===== src/rtl/dispatch_arbiter.sv =====
// Instruction dispatcher: routes one instruction per cycle to one of NUM_CORES FIFOs,
// steering dependent instructions to the core whose in-flight history they conflict with.
module dispatch_arbiter #(
  parameter int NUM_CORES  = 2,
  parameter int DATA_W     = 32,
  parameter int HIST_DEPTH = 8,
  localparam int CORE_W    = $clog2(NUM_CORES)
) (
  input  logic                 clk,
  input  logic                 resetn,
  input  logic [DATA_W-1:0]    in_instr,
  input  logic                 in_valid,
  output logic                 in_ready,
  input  logic [NUM_CORES-1:0] fifo_ready,
  output logic [DATA_W-1:0]    out_instr,
  output logic [NUM_CORES-1:0] out_valid,
  input  logic [NUM_CORES-1:0] retire,
  output logic                 stall
);

  localparam int PTR_W = $clog2(HIST_DEPTH);
  localparam int CNT_W = PTR_W + 1;
  localparam int NCF_W = CORE_W + 1;

  typedef logic [6:0] tag_t;

  typedef struct packed {
    tag_t src;
    tag_t dst;
  } hist_entry_t;

  function automatic tag_t src_tag(input logic [DATA_W-1:0] i);
    return {i[23], i[10], (i[10] ? i[9:5] : i[4:0])};
  endfunction

  function automatic tag_t dst_tag(input logic [DATA_W-1:0] i);
    return {i[22], i[21], (i[21] ? i[20:16] : i[15:11])};
  endfunction

  // Entry idx is live when its distance from the oldest entry is below the count.
  function automatic logic in_window(input logic [PTR_W-1:0] idx,
                                     input logic [PTR_W-1:0] rd,
                                     input logic [CNT_W-1:0] cnt);
    logic [PTR_W-1:0] off;
    off = idx - rd;
    return {1'b0, off} < cnt;
  endfunction

  hist_entry_t       hist   [NUM_CORES][HIST_DEPTH];
  logic [PTR_W-1:0]  rd_ptr [NUM_CORES];
  logic [PTR_W-1:0]  wr_ptr [NUM_CORES];
  logic [CNT_W-1:0]  count  [NUM_CORES];
  logic [CORE_W-1:0] rr_ptr;

  tag_t                  new_src;
  tag_t                  new_dst;
  logic                  pinned;
  logic                  exempt;
  logic [NUM_CORES-1:0]  conflict;
  logic [NCF_W-1:0]      num_conf;
  logic [CORE_W-1:0]     conf_core;
  logic [CORE_W-1:0]     target;
  logic                  target_ok;
  logic                  room;
  logic                  slot_ok;
  logic                  accept;
  logic [NUM_CORES-1:0]  push;
  logic [NUM_CORES-1:0]  pop;

  assign new_src = src_tag(in_instr);
  assign new_dst = dst_tag(in_instr);
  assign pinned  = in_instr[28];
  assign exempt  = in_instr[23] & in_instr[22];

  // RAW, WAR and WAW against every live entry of every core.
  always_comb begin
    // NOTE: every combinational output gets a default first so no path leaves it unassigned (no latch).
    conflict  = '0;
    num_conf  = '0;
    conf_core = '0;
    for (int c = 0; c < NUM_CORES; c++) begin
      for (int p = 0; p < HIST_DEPTH; p++) begin
        if (in_window(PTR_W'(p), rd_ptr[c], count[c]) &&
            ((new_src == hist[c][p].dst) ||
             (new_dst == hist[c][p].src) ||
             (new_dst == hist[c][p].dst))) begin
          conflict[c] = 1'b1;
        end
      end
      if (conflict[c]) begin
        num_conf  = num_conf + NCF_W'(1);
        conf_core = CORE_W'(c);
      end
    end
  end

  always_comb begin
    target    = rr_ptr;
    target_ok = 1'b1;
    if (pinned) begin
      target = in_instr[27 -: CORE_W];
    end else if (exempt) begin
      target = rr_ptr;
    end else if (num_conf == NCF_W'(1)) begin
      target = conf_core;
    end else if (num_conf > NCF_W'(1)) begin
      target_ok = 1'b0;
    end
  end

  assign room     = count[target] < CNT_W'(HIST_DEPTH);
  assign slot_ok  = (out_valid == '0) || (|(out_valid & fifo_ready));
  assign in_ready = resetn && target_ok && room && slot_ok;
  assign accept   = in_valid && in_ready;
  assign stall    = resetn && in_valid && !in_ready;

  always_comb begin
    push = '0;
    pop  = '0;
    for (int c = 0; c < NUM_CORES; c++) begin
      push[c] = accept && (target == CORE_W'(c));
      pop[c]  = retire[c] && (count[c] != '0);
    end
  end

  // Output slot: reloads on accept, otherwise clears once the selected FIFO takes it.
  always_ff @(posedge clk or negedge resetn) begin
    if (!resetn) begin
      out_valid <= '0;
      out_instr <= '0;
      rr_ptr    <= '0;
    end else if (accept) begin
      out_valid <= NUM_CORES'(1) << target;
      out_instr <= in_instr;
      rr_ptr    <= target + 1'b1;
    end else if (|(out_valid & fifo_ready)) begin
      out_valid <= '0;
    end
  end

  always_ff @(posedge clk or negedge resetn) begin
    if (!resetn) begin
      for (int c = 0; c < NUM_CORES; c++) begin
        rd_ptr[c] <= '0;
        wr_ptr[c] <= '0;
        count[c]  <= '0;
      end
    end else begin
      for (int c = 0; c < NUM_CORES; c++) begin
        if (push[c]) wr_ptr[c] <= wr_ptr[c] + 1'b1;
        if (pop[c])  rd_ptr[c] <= rd_ptr[c] + 1'b1;
        if (push[c] && !pop[c])      count[c] <= count[c] + 1'b1;
        else if (pop[c] && !push[c]) count[c] <= count[c] - 1'b1;
      end
    end
  end

  // NOTE: tag storage has no reset; count gates which entries are live, so stale contents are harmless.
  always_ff @(posedge clk) begin
    for (int c = 0; c < NUM_CORES; c++) begin
      if (push[c]) hist[c][wr_ptr[c]] <= '{src: new_src, dst: new_dst};
    end
  end

endmodule


===== config.mk =====
export PLATFORM = sky130hd
export DESIGN_NAME = dispatch_arbiter
export DESIGN_NICKNAME = d
export VERILOG_FILES = /design/src/rtl/dispatch_arbiter.sv
export SDC_FILE = /design/constraint.sdc
export NUM_CORES = 1
export LEC_CHECK = 0
export CORE_MARGIN = 2
export CORE_UTILIZATION = 44
export CTS_BUF_LIST = sky130_fd_sc_hd__clkbuf_16
export DETAILED_ROUTE_END_ITERATION = 7
export PLACE_DENSITY = 0.74
export SLEW_MARGIN = 20
export SYNTH_ARGS = -nofsm -noshare
export SYNTH_HDL_FRONTEND = slang
export SYNTH_SLANG_ARGS = --single-unit
export TNS_END_PERCENT = 1

===== constraint.sdc =====
create_clock -name clk -period 6.75 [get_ports clk]
set_clock_uncertainty 0.2 [all_clocks]
set_input_delay 1.35 -clock clk [delete_from_list [all_inputs] [get_ports clk]]
set_output_delay 1.35 -clock clk [all_outputs]
set_load 0.01 [all_outputs]

; ---- Yosys cells after proc, flatten, opt, wreduce, memory -nomap -nowiden
; Memory sizes are Yosys's and may differ from the RTL's.
; Index checks and enable logic that the tools add are counted.
[totals]
register_bits = 55
latchBits = 0
ram_bits = 224
mem_bits_ro = 0
in_bits = 39
out_inout_bits = 36
wordCells = 241
n_memories = 1
[op_classes]
add_sub_neg = 26
mul = 0
div_mod_pow = 0
n_lt_le_gt_ge = 23
n_eq_ne = 49
shifts = 1
n_mux = 48
bitwise_logic = 6
n_reduce_logical = 78
[memory_table]
columns = memory, words, width, rd, rd_clocked_by_memory_dff, write_ports, line
row1 = hist, 2, 112, 2, 0, 1, 49  ; hist_entry_t hist [NUM_CORES][HIST_DEPTH];
[op_table]
columns = cell, count
row1 = 112-bit two-way mux, 4
row2 = 7-bit == test, 48
row3 = 112-bit OR reduction, 1
row4 = 14-bit demux with 3-bit select, 2
row5 = 3-bit by 4-bit < comparator with 1-bit output, 16
row6 = 1-bit logical OR, 33
row7 = 1-bit logical AND, 32
row8 = 1-bit two-way mux, 28
row9 = 14-bit two-way mux, 2
row10 = 4-bit two-way mux, 7
row11 = "3-bit subtractor, first input constant", 8
row12 = "3-bit by 1-bit adder with 3-bit output, second input constant", 4
row13 = "1-bit by 3-bit subtractor with 3-bit output, first input constant", 4
row14 = "2-bit by 3-bit subtractor with 3-bit output, first input constant", 4
row15 = 5-bit two-way mux, 2
row16 = "4-bit by 1-bit adder with 4-bit output, second input constant", 2
row17 = "4-bit >= comparator, second input constant", 2
row18 = "4-bit by 1-bit < comparator with 1-bit output, second input constant", 2
row19 = 3-bit inverter with 4-bit output, 2
row20 = 4-bit nonzero test, 2
row21 = "4-bit by 1-bit subtractor with 4-bit output, second input constant", 2
row22 = 2-bit two-way mux, 3
row23 = 2-bit nonzero test, 3
row24 = 1-bit zero test, 5
row25 = other kinds (13), 13

; ---- Logic depth before layout (Yosys ltp)
; Gate-level depths: netlist (run 1).
[logic_depth]
word_depth = 33
mapped_depth = 30

; ---- Worst setup path after synthesis (run 1)
; Ideal clock, no wire load.
[synth_path]
path_type = input to register
startpoint = input port in_instr[21]
endpoint = memory hist[0][70] in the netlist's numbering (enable)
setup_ns = 0.422
arrival_time_ns = 6.704
t_required_ns = 6.128
slack_ns = -0.576
cell_stages = 21
n_path_buf = 4
path_cell_list = mux2i_2 -> buf_6 -> buf_1 -> buf_1 -> xor2_1 -> nand4_1 -> nor4_1 -> o32ai_1 -> nand4_1 -> a211oi_1 -> o211ai_1 -> ha_1 -> nand2_1 -> nand2_1 -> o21ai_0 -> nor2b_1 -> nor4bb_1 -> a21o_1 -> and2_1 -> clkbuf_1 -> nor4bb_1
[synth_via]
word_cells_on_any_way = 129
cone_classes = add/sub: 1 / order compare: 2 / eq/ne: 33 / mux: 36 / bitwise: 2 / reduce/logical: 55
[synth_lines]
columns = element, line
row1 = "start, declared", 11  ; input logic [DATA_W-1:0] in_instr,
row2 = 5-bit two-way mux, 37  ; return {i[22], i[21], (i[21] ? i[20:16] : i[15:11])};
row3 = 7-bit == test, 85  ; (new_dst == hist[c][p].src) ||
row4 = 1-bit logical OR, 84  ; ((new_src == hist[c][p].dst) ||
row5 = 1-bit logical OR, 85
row6 = 1-bit logical AND, 83  ; if (in_window(PTR_W'(p), rd_ptr[c], count[c]) &&
row7 = 1-bit two-way mux (8 in a row), 83
row8 = 1-bit two-way mux, 90  ; if (conflict[c]) begin
row9 = 2-bit by 1-bit adder with 2-bit output, 91  ; num_conf = num_conf + NCF_W'(1);
row10 = [... 9 more ...], -
row11 = 4-bit < comparator, 111  ; assign room = count[target] < CNT_W'(HIST_DEPTH);
row12 = 1-bit logical AND (2 in a row), 113  ; assign in_ready = resetn && target_ok && room && slot_ok;
row13 = 1-bit logical AND, 114  ; assign accept = in_valid && in_ready;
row14 = 1-bit logical AND *, 121  ; push[c] = accept && (target == CORE_W'(c));
row15 = named net push[0], 67  ; logic [NUM_CORES-1:0] push;
row16 = 1-bit two-way mux *, 161  ; if (push[c]) hist[c][wr_ptr[c]] <= '{src: new_src, dst: new_dst};
row17 = 112-bit two-way mux (not written as such) *, 161
row18 = 112-bit two-way mux (no source line) *, -
row19 = "end, declared", 49
; The timed path passes the listed nets; every way through them passes the cells marked *. The select of a mux whose other input is x is not followed.

; ---- Final worst setup path (run 1)
[layout_path]
startpoint = input port in_instr[10]
endpoint = output port stall
[layout_via]
elab_chain_len = 29
word_cells_on_any_way = 104
cone_classes = add/sub: 1 / order compare: 2 / eq/ne: 17 / mux: 30 / bitwise: 1 / reduce/logical: 53
[layout_rtl]
columns = element, line
row1 = 5-bit two-way mux, 33  ; return {i[23], i[10], (i[10] ? i[9:5] : i[4:0])};
row2 = 7-bit == test, 84
row3 = 1-bit logical OR, 84
row4 = 1-bit logical OR, 85
row5 = 1-bit logical AND, 83
row6 = 1-bit two-way mux (8 in a row), 83
row7 = 1-bit two-way mux, 90
row8 = 2-bit by 1-bit adder with 2-bit output, 91
row9 = [... 3 more ...], -
row10 = 1-bit two-way mux, 102  ; end else if (exempt) begin
row11 = 1-bit two-way mux, 100  ; if (pinned) begin
row12 = 1-bit inverter with 2-bit output (not written as such), 111
row13 = 4-bit two-way mux (not written as such) (3 in a row), 111
row14 = 4-bit < comparator, 111
row15 = 1-bit logical AND * (2 in a row), 113
row16 = 1-bit zero test *, 115  ; assign stall = resetn && in_valid && !in_ready;
row17 = 1-bit logical AND *, 115
row18 = "end, declared", 18  ; output logic stall
; Every way passes the cells marked *; elsewhere a longest branch is shown, timed or not. The select of a mux whose other input is x is not followed.

==> results by group, run 1 <==
Status
  • Status: finished clean

Placement
  • Count of input and output buffers: 74
  • DP Worst Slack: -0.343 ns
  • Post-detail-place hpwl: 23300 um
  • Placed inst area: between 15000 and 20000 um2
  • GP Congestion: ~0.87

Critical path
  • CP cell instances: clkbuf_4 -> mux2i_4 -> buf_12 -> buf_4 -> xnor2_1 -> nor4_1 -> nand4_1 -> nand3_1 -> a32oi_1 -> o211ai_1 -> ha_1 -> nand2_1 -> nand2_1 -> o21ai_1 -> nor2b_1 -> nor4bb_4 -> a21o_1 -> mux2i_1 -> a21oi_1 -> dlygate4sd2_1
  • Worst EP arrival: 5.02 ns
  • Critical Path RT: around 5.2 ns
  • Reg2Reg Setup Slack: 1.23 ns
  • Worst setup path category: in2out
  • Crit Path Max Fanout: 7
  • Crit start category: primary input
  • Cell mode on critical path: nand2_1
  • Element type at the critical path end: output pin
  • Max incr delay on CP: between 0.3 and 0.4 ns
  • CP max-delay cell: mux2i_4

Floorplan
  • Die Wd: approximately 180 um
  • Core area: ~32000 um2
  • Starting Density: 45.0%
  • # IOs: 75
  • Cell Rows: 65
  • Die Y-Extent: around 180 um
  • DIE AREA: 33900 um2

Layout
  • Share of cells above drive strength 1: between 10% and 20%
  • Syn-to-layout area delta: 24.8%
  • Final instance area: roughly 18000 um2
  • Final #Nets: 1331
  • Antenna cells: 0
  • Fill cells: 2458

Power and ir drop
  • Max VDD drop: ~0.00022 V
  • Gate power share: 31.8%
  • Internal Power: about 0.0039 W
  • Reg power frac: between 40% and 50%
  • Net Sw Power: approximately 0.0018 W
  • Net Sw Frac: roughly a third
  • Static Leak: around 6.6 nW
  • Pwr/cell area: ~320 nW/um2
  • Pwr Total: around 0.0057 W
  • Clock power frac: between 20% and 30%

Detailed routing
  • Vias: roughly 9k
  • Routed length per placed instance: 21.8 um
  • Routed Antenna Nets: 0
  • DRC viols: 0
  • Initial drt markers: approximately 730
  • Drt first pass iters: 7
  • Final WL: approximately 37000 um
  • Vias/cell: around 5.4

Synthesis
  • Post-synth top area cell: edfxtp_1
  • Primary FF master, synth: edfxtp_1
  • Register area share after synthesis: roughly 57%
  • Mean Syn Cell Area: about 14 um2
  • Share of the synthesized area in the top cell type: between 40% and 50%
  • Post-Synthesis Cell Area: between 10000 and 15000 um2
  • Synth Instances: between 1k and 1.5k
  • Syn Nets: roughly 1.1k
  • Synth area leaders: edfxtp_1 (47%), xnor2_1 (14%), dfrtp_1 (9.6%), xor2_1 (7.7%), ha_1 (3.2%)
  • Async SR Flop Fraction: between 10% and 20%
  • Synth warn: 0
  • Number of synthesized register bits: 279
  • Synth cell types: 58
  • EDFF count, synth: 224

GRT
  • Initial antenna violation count: 0
  • First-pass GRT wire length: between 50000 and 60000 um
  • Vias in the first global route: around 9.1k
  • GRT Overall Usage: 20.9%
  • GRT overflow: 0
  • Largest net degree at the start of global routing: 39

Clocking
  • CTS H-tree depth: 1
  • Clock Latency Late Sink: roughly 0.57 ns
  • Worst-path clk slew: 0.06 ns
  • CTS Buffer Depth: 3
  • CTS Buf Count: 29
  • CTS tree: yes
  • TritonCTS sink count: ~280
  • Root buf cell: clkbuf_16

STA
  • Period utilisation layout: between 90% and 100%
  • Final Max Tran Viols: 0
  • Fin worst setup slack: 0.180 ns
  • Final worst path period need: roughly 6.6 ns
  • Final hold violation count: 0
  • Slew @ Worst Pin: around 0.96 ns
  • Endpoints failing setup: 0
  • Slew HR: a little over a third
  • F_max: around 150 MHz

Worst hold path
  • Hold/Removal Path Class: reg2reg

Run
  • Max-cap violations: 0
## timing repair
item / in CTS / in global routing
endpoints found under the setup margin: 2 / 2
setup buffers: 1 / 16
gates resized for setup: 7 / 40
pin swaps: 3 / 8
cloned: 0 / 5
hold buffers: 0 / 0
## per-layer routing
metal,global-route usage [%],part of all wire [%]
met5,0,0
met4,6.66,3.4
met3,3.03,6.6
met2,35.3,48
met1,27.8,42
## power groups by stage
| stage | registers [W] | logic, W | clock network, W |
|---|---|---|---|
| 5_1_grt | 0.00231 | 0.00199 | 0.00167 |
| 6_report | 0.00228 | 0.00181 | 0.00158 |
| 3_3_place_gp | 0.00230 | 0.00169 | 0 |
| 4_1_cts | 0.00228 | 0.00175 | 0.00160 |
| 3_5_place_dp | 0.00231 | 0.00174 | 0 |
| 2_1_floorplan | 0.00230 | 0.00104 | 0 |
## state kept, by name, summed over array words and instances (netlist names)
register,count
out_valid,2
out_instr,32
hist,224
rd_ptr,6
rr_ptr,1
wr_ptr,6
count,8
## critical path, delay by kind of cell
family,cells,cell delay [ns]
AOI/OAI and AO/OA,5,0.95
xor gates and xnor gates,1,0.06
adders and majority gates,1,0.31
buffers and inverters,4,0.86
muxes,2,0.46
and+or+nand+nor,7,1.01
## Yosys cell counts (8+ instances only)
cell and n:
xnor2_1 226, edfxtp_1 224, xor2_1 126, dfrtp_1 55, nor4_1 49, ha_1 37
inv_1 37, nand4_1 33, mux2_1 32, nand3_1 25, nand2_1 24, a21oi_1 20
nor3_1 18, a21o_1 11, nor2_1 10, buf_1 9, buf_2 9, mux2i_4 9
o21ai_0 9, buf_6 8
## kinds of logic (layout without fill, tap and decap cells)
logic type               count (synthesis)  after routing  share of synthesized area (%)
AND/OR/NAND/NOR                        181            181                           7.20
multiplexers                            47             47                           4.43
adder cells (fa/ha/maj)                 39             39                           3.53
buffers and inverters                   79            304                           2.99
XOR/XNOR                               352            352                           21.6
AO/OA/AOI/OAI                           72             72                           3.43
flip-flops                             279            279                           56.8
## through the flow
stage | util (%) | hold slack, ns | cells | TNS [ns]
4_1_cts | 54.8 | 0.283 | 1655 | 0
3_5_place_dp | 51.8 | 0.274 | 1602 | -0.671
5_1_grt | 56.1 | 0.293 | 1676 | -0.0135
3_3_place_gp | 51.8 | 0.267 | 1602 | -0.644
6_report | 56.1 | 0.279 | 1676 | 0
2_1_floorplan | - | 0.250 | 1049 | -36.81
## cell usage in the layout (no fill, tap or decap), drive strengths merged, types with 5 or more instances in the layout
cell type	netlist	layout
xnor2	226	226
nor4	49	49
nor2	10	10
inv	38	47
mux2	36	36
o21ai	10	10
a211oi	5	5
dlymetal6s2s	0	20
clkbuf	5	35
ha	37	37
nand4	33	33
nor3	18	18
a21oi	20	20
xor2	126	126
a21o	12	12
clkdlybuf4s50	0	47
nand3	25	25
clkinv	1	11
mux2i	11	11
dfrtp	55	55
edfxtp	224	224
nand2	24	24
buf	35	138
## final cells by class
type	count	area (um2)	area share, %
Sequential cell	279	8100	45.5
Multi-Input combinational cell	691	5870	33.0
Tap cell	402	503	2.83
Timing Repair Buffer	213	2240	12.6
Inverter	39	149	0.836
Clock buffer	29	726	4.08
Clock inverter	23	200	1.12
## path summary, 6_finish.rpt
kind | from | to | depth (start not counted)
max | in_instr[10] | stall | 20
min | rr_ptr | rr_ptr | 1
max reg2reg | rd_ptr[1] | count[3] | 29
min reg2reg | rr_ptr | rr_ptr | 1
max in group asynchronous | resetn | out_instr[7] | 2
min in group asynchronous | resetn | rr_ptr | 1
Note: power is estimated with default switching activity, not from simulation.
==> inputs of run 2 (changes only) <==
--- a/config.mk
+++ b/config.mk
@@ -14,4 +14,3 @@
 export SYNTH_ARGS = -nofsm -noshare
 export SYNTH_HDL_FRONTEND = slang
 export SYNTH_SLANG_ARGS = --single-unit
-export TNS_END_PERCENT = 1
==> run 2 against run 1 <==
Net effect: register-to-register slack got worse by 0.15 ns; routed wire length is 1.8% higher; critical path depth rose by 1; first-iteration DRC count grew 26%.
==> results by group, run 2 (synthesis results as in run 1) <==
Floorplan
  • Starting Density: 45.0% (unchanged)
  • DIE AREA: 33900 um2 (unchanged)
  • # IOs: 75 (unchanged)
  • Core area: 31700 um2 (unchanged)
  • Die Wd: 184 um (unchanged)
  • Cell Rows: 65 (unchanged)
  • Die Y-Extent: 184 um (unchanged)

STA
  • Slew @ Worst Pin: 1.14 ns (+0.181 ns)
  • Endpoints failing setup: 0 (unchanged)
  • Slew HR: 23.2% (-13 points)
  • F_max: 153 MHz (+0.49%)
  • Period utilisation layout: 96.8% (-0.48 points)
  • Final Max Tran Viols: 0 (unchanged)
  • Final TNS setup: 0 ns (unchanged)
  • Hold_ws: 0.280 ns (+0.000778 ns)
  • Final hold violation count: 0 (unchanged)
  • Fin worst setup slack: 0.213 ns (+0.0323 ns)
  • Final worst path period need: 6.54 ns (-0.0323 ns)

Placement
  • Placed inst area: 16400 um2 (-0.36%)
  • Post-detail-place hpwl: 23500 um (+0.85%)
  • DP Worst Slack: -0.435 ns (-0.0912 ns)
  • Count of input and output buffers: 74 (unchanged)
  • GP Congestion: 0.874 (+0.95%)

Clocking
  • TritonCTS sink count: 279 (unchanged)
  • Root buf cell: clkbuf_16
  • CTS H-tree depth: 1 (unchanged)
  • Worst-path clk slew: 0.06 ns (about the same)
  • CTS Hold Bufs: 0 (unchanged)
  • Clock Latency Late Sink: 0.56 ns (about the same)
  • CTS Buf Count: 30 (+3.4%)
  • CTS tree: yes
  • CTS Buffer Depth: 3 (unchanged)

Critical path
  • Critical Path RT: 5.20 ns (about the same)
  • CP cell instances: clkdlybuf4s50_1 -> mux2i_4 -> buf_12 -> buf_12 -> xor2_1 -> nand4_1 -> nor4_1 -> o32ai_2 -> nand4_1 -> a211oi_2 -> o211ai_1 -> ha_1 -> nand2_1 -> nand2_1 -> o21ai_1 -> nor2b_1 -> nor4bb_2 -> a21o_1 -> mux2i_1 -> and2_1 -> clkbuf_2
  • Max incr delay on CP: 0.52 ns (+0.19 ns)
  • FF-to-FF End: count[3]
  • Crit start category: primary input
  • Reg-to-reg startpoint: count[1]
  • Worst path buffer plus inverter count: 4 (unchanged)
  • Worst EP arrival: 4.99 ns (-0.03 ns)
  • Worst setup path category: in2out
  • Reg2Reg Setup Slack: 1.08 ns (-0.15 ns)
  • Worst Reg2Reg Path Length in Cells: 28 (-3.4%)
  • Crit Path Max Fanout: 7 (unchanged)
  • Delay-heaviest family, CP: compound AO/OA/AOI/OAI gates
  • CP max-delay cell: clkdlybuf4s50_1
  • Element type at the critical path end: output pin

Layout
  • Max FFs per register: 224 (unchanged)
  • Final #Nets: 1333 (+0.15%)
  • Syn-to-layout area delta: 25.1%
  • Commonest non-fill, non-tap cells in the layout: xnor2_1 (225), edfxtp_1 (224), xor2_1 (126)
  • Reg area: 8100 um2 (unchanged)
  • Final instance area: 17800 um2 (+0.21%)
  • Most common cell after layout, fill and taps aside: xnor2_1
  • Share of cells above drive strength 1: 18.6% (+1.3 points)
  • Fill cells: 2465 (+0.28%)
  • Multi-input gate area: 5900 um2 (+0.36%)

Worst hold path
  • Worst hold endpoint: out_instr[1]
  • Worst Hold Depth: 1 (unchanged)
  • Hold/Removal Path Class: reg2reg
  • Hold Startpoint: out_instr[1]

Detailed routing
  • WL met3: 2770 um (+16%)
  • Vias: 9247 (+1.7%)
  • Routed Antenna Nets: 0 (unchanged)
  • Met2 Routed Length: 18000 um (+2.0%)
  • WL met1: 15400 um (+1.4%)
  • Initial drt markers: 914 (+26%)
  • DR top layer: met4
  • Vias/cell: 5.50 (+1.4%)
  • Drt first pass iters: 5 (-2)
  • DRC viols: 0 (unchanged)
  • Final WL: 37200 um (+1.8%)
  • Routed length per placed instance: 22.1 um (+1.5%)

GRT
  • Initial antenna violation count: 1 (+1)
  • Vias in the first global route: 9378 (+2.6%)
  • First-pass GRT wire length: 55200 um (+2.9%)
  • Largest net degree at the start of global routing: 57 (+46%)
  • GRT overflow: 0 (unchanged)
  • GRT Overall Usage: 21.4% (+0.49 points)

Run
  • Max-cap violations: 0 (unchanged)

Status
  • Status: finished clean

Power and ir drop
  • Pwr/cell area: 320 nW/um2 (+0.46%)
  • Static Leak: 6.57 nW (-1.0%)
  • Max VDD drop: 0.000196 V (-9.7%)
-- run 2: cell types whose count changed in the layout (fill, tap and decap cells not counted), sizes merged --
| cell | delta |
|---|---|
| clkdlybuf4s50 | +10 |
| dlymetal6s2s | -10 |
| clkinv | +6 |
| inv | -4 |
| clkbuf | +3 |
| bufinv | -2 |
| clkinvlp | +2 |
| buf | +1 |
| bufbuf | +1 |
| clkdlybuf4s15 | -1 |
| diode | +1 |
| dlygate4sd2 | -1 |
-- run 2: through the flow --
stage / total power (W) / cells / utilization (%)
after CTS: 0.00567 / 1654 / 55.0
after floorplan: 0.00334 / 1049 / -
after global routing: 0.00601 / 1682 / 56.2
after detailed placement: 0.00406 / 1593 / 51.6
final: 0.00571 / 1682 / 56.2
after global placement: 0.00401 / 1593 / 51.6
-- run 2: power by group --
part | total, W | internal [W] | switching, W | leakage (nW)
registers | 0.00229 | 0.00208 | 0.000213 | 2.67
clock network | 0.00158 | 0.000906 | 0.000676 | 0.487
logic | 0.00184 | 0.000899 | 0.000937 | 3.42
-- run 2: area by class of cell --
type / count / area share [%]
diodes: 1 / 0.0140
multi-input cells: 691 / 33.1
well taps: 402 / 2.82
repair buffers: 214 / 12.5
clock buffers: 31 / 4.35
clock inverters: 25 / 0.968
flip-flops and latches: 279 / 45.4
inverters: 39 / 0.835
-- run 2: what timing repair did --
action | 4_1_cts | 5_1_grt
cloned | 1 | 5
setup endpoints to repair | 2 | 2
resized for setup | 13 | 26
pin swaps | 5 | 8
setup buffers | 4 | 22
-- run 2: worst max path at each step --
stage                              end  slack, ns    startpoint  depth (start not counted)
final                         in_ready       0.21   in_instr[6]                         21
after global routing          in_ready      -0.03  in_instr[21]                         22
after CTS                     in_ready       0.01  in_instr[12]                         21
after detailed placement      in_ready      -0.43  in_instr[13]                         20
after global placement        in_ready      -0.30  in_instr[12]                         21
after floorplan           hist[0][140]      -0.46  in_instr[21]                         22
-- run 2: metal layers --
layer / global-route usage (%) / vias to the layer above
met5: 0 / -
met3: 2.71 / 71
met4: 5.44 / 0
li1: - / 4186
met2: 35.9 / 378
met1: 29.4 / 4612
==> inputs of run 3 (changes only) <==
--- a/config.mk
+++ b/config.mk
@@ -9,7 +9,7 @@
 export CORE_UTILIZATION = 44
 export CTS_BUF_LIST = sky130_fd_sc_hd__clkbuf_16
 export DETAILED_ROUTE_END_ITERATION = 7
-export PLACE_DENSITY = 0.74
+export PLACE_DENSITY = 0.72
 export SLEW_MARGIN = 20
 export SYNTH_ARGS = -nofsm -noshare
 export SYNTH_HDL_FRONTEND = slang
==> constraint.sdc (replaced) <==
create_clock -name clk -period 6.7 [get_ports clk]
set_clock_uncertainty 0.2 [all_clocks]
set_input_delay 1.34 -clock clk [delete_from_list [all_inputs] [get_ports clk]]
set_output_delay 1.34 -clock clk [all_outputs]
set_load 0.01 [all_outputs]
==> run 3 against run 2 <==
Net effect: hold slack improved by 0.0040 ns; sequential power barely moved; power grew 2.2%; die area stayed put; critical path type unchanged; global-route usage fell by 0.36 points; core utilization shrank 0.28 points; clock power increased by 9%; via count down 2.3%; non-clock buffer count fell by 15.
==> results by group, run 3 (synthesis results as in run 1) <==
Critical path
  • FF-to-FF End: count[3]
  • CP cell instances: buf_6 -> mux2i_4 -> buf_6 -> buf_12 -> o211ai_1 -> a221oi_1 -> nand3_1 -> o21ai_2 -> a21oi_2 -> buf_4 -> a211oi_1 -> a211oi_2 -> o211ai_1 -> ha_1 -> nand2_1 -> nand2_1 -> o21ai_1 -> nor2b_1 -> nor4bb_4 -> a21o_1 -> mux2i_1 -> a21oi_1 -> clkbuf_2
  • Max incr delay on CP: 0.32 ns (-0.20 ns)
  • Crit Path Max Fanout: 7 (unchanged)
  • Worst EP arrival: 4.98 ns (about the same)
  • Worst setup path category: in2out
  • Reg2Reg Setup Slack: 1.04 ns (-0.04 ns)
  • Delay-heaviest family, CP: compound AO/OA/AOI/OAI gates
  • Crit start category: primary input
  • CP max-delay cell: mux2i_4
  • Critical Path RT: 5.16 ns (-0.04 ns)
  • Reg-to-reg startpoint: count[1]
  • Worst path buffer plus inverter count: 5 (+1)
  • Worst Reg2Reg Path Length in Cells: 27 (-3.6%)
  • Element type at the critical path end: output pin

STA
  • Final worst path period need: between 6 and 7 ns
  • Period utilisation layout: between 90 and 100%
  • Slew @ Worst Pin: 1.02 ns (-0.116 ns)
  • Final TNS setup: 0 ns (unchanged)
  • Endpoints failing setup: 0 (unchanged)
  • Slew HR: 31.1% (+7.8 points)
  • Hold_ws: 0.284 ns (+0.00404 ns)
  • Final Max Tran Viols: 0 (unchanged)
  • Unrepaired setup endpoints after global routing: no
  • Final hold violation count: 0 (unchanged)
  • F_max: about 150 MHz

Clocking
  • Root buf cell: clkbuf_16
  • CTS Buffer Depth: 3 (unchanged)
  • CTS Hold Bufs: 0 (unchanged)
  • Clock Latency Late Sink: 0.57 ns (about the same)
  • CTS tree: yes
  • Worst-path clk slew: 0.06 ns (about the same)
  • TritonCTS sink count: 279 (unchanged)
  • CTS H-tree depth: 1 (unchanged)
  • CTS Buf Count: 29 (-3.3%)

Placement
  • Count of input and output buffers: 74 (unchanged)
  • Placed inst area: 16400 um2 (-0.12%)
  • GP Congestion: 0.865 (-1.0%)
  • Placed insts: 1592 (-0.063%)
  • Post-detail-place hpwl: 23200 um (-1.3%)

Worst hold path
  • Worst hold endpoint: out_instr[4]
  • Worst Hold Depth: 1 (unchanged)
  • Hold Startpoint: out_instr[4]
  • Hold/Removal Path Class: reg2reg

Floorplan
  • # IOs: 75 (unchanged)
  • Die Wd: 184 um (unchanged)
  • Core area: 31700 um2 (unchanged)
  • DIE AREA: 33900 um2 (unchanged)
  • Starting Density: 45.0% (unchanged)
  • Cell Rows: 65 (unchanged)
  • Die Y-Extent: 184 um (unchanged)

Detailed routing
  • Routed length per placed instance: 21.5 um (-2.6%)
  • Vias/cell: 5.43 (-1.3%)
  • Final WL: 35900 um (-3.6%)
  • Routed Antenna Nets: 0 (unchanged)
  • DRC viols: 0 (unchanged)
  • Vias: 9033 (-2.3%)
  • Initial drt markers: 679 (-26%)
  • Drt first pass iters: 8 (+3)

Layout
  • Syn-to-layout area delta: 24.4%
  • Final instance area: 17700 um2 (-0.51%)
  • Most common cell after layout, fill and taps aside: xnor2_1
  • Final #Nets: 1317 (-1.2%)
  • Commonest non-fill, non-tap cells in the layout: xnor2_1 (225), edfxtp_1 (224), xor2_1 (126)
  • Max FFs per register: 224 (unchanged)
  • Share of cells above drive strength 1: 17.4% (-1.2 points)
  • Cell Count, Final, Fillers Out: 1665 (-1.0%)
  • Fill cells: 2506 (+1.7%)

GRT
  • GRT overflow: 0 (unchanged)
  • First-pass GRT wire length: 54200 um (-1.8%)
  • GRT Overall Usage: 21.0% (-0.36 points)
  • Initial antenna violation count: 1 (unchanged)
  • Largest net degree at the start of global routing: 57 (unchanged)
  • Vias in the first global route: 9303 (-0.80%)

Power and ir drop
  • Max VDD drop: 0.000209 V (+6.6%)
  • Pwr Total: 0.00584 W (+2.2%)
  • Static Leak: 6.48 nW (-1.5%)
  • Pwr/cell area: 329 nW/um2 (+2.8%)

Status
  • Status: finished clean

Run
  • Max-cap violations: 0 (unchanged)
run 3: cell types whose count changed in the layout (fill, tap and decap cells not counted), moves of 2 or more:
| cell | change |
|---|---|
| clkbuf_16 | -5 |
| o32ai_2 | -2 |
| o32ai_1 | +2 |
| nor4_1 | -2 |
| clkinvlp_4 | -2 |
| clkinv_1 | +4 |
| dlygate4sd2_1 | +4 |
| buf_16 | +2 |
| inv_1 | -3 |
| nor4_2 | +2 |
| dlymetal6s2s_1 | -4 |
| bufinv_16 | +5 |
| buf_4 | -13 |
| clkinv_2 | -5 |
run 3: how the worst max path moves through the flow:
stage	from	end	depth (start not counted)
3_5_place_dp	in_instr[16]	stall	22
2_1_floorplan	in_instr[21]	hist[0][140]	22
5_1_grt	in_instr[21]	in_ready	23
6_report	in_instr[21]	stall	23
4_1_cts	in_instr[15]	in_ready	20
3_3_place_gp	in_instr[10]	in_ready	21
run 3: per-stage QoR:
stage          util, %  worst slack (ns)
2_1_floorplan        -            -0.459
3_3_place_gp      51.6            -0.336
3_5_place_dp      51.6            -0.363
4_1_cts           55.3            0.0185
5_1_grt           56.0           0.00236
6_report          56.0             0.181
run 3: where the power goes:
group	total [W]	switching (W)	internal, W
sequential	0.00230	0.000208	0.00209
combinational	0.00180	0.000922	0.000879
clock	0.00173	0.000681	0.00105
run 3: layout make-up:
cell class                      count  area (um2)  share of cell area [%]
Antenna cell                        1        2.50                  0.0141
Clock inverter                     25         295                    1.66
Inverter                           39         149                   0.839
Clock buffer                       29         726                    4.09
Tap cell                          402         503                    2.83
Sequential cell                   279        8100                    45.7
Multi-Input combinational cell    691        5910                    33.3
Timing Repair Buffer              199        2060                    11.6
run 3: routing by layer:
metal  share of wire (%)  wire length [um]  track usage [%]  up-vias
met5                   0                 0                0        -
met4                 3.2              1140             7.01        0
met3                 6.6              2380             3.66       71
met2                  47             16900             35.6      308
met1                  43             15400             27.3     4503
li1                    -                 -                -     4151
run 3: what timing repair did:
action	in CTS	in global routing
gates cloned	2	2
pin swaps	6	10
resized for setup	20	23
endpoints found under the setup margin	2	2
buffers inserted	8	6
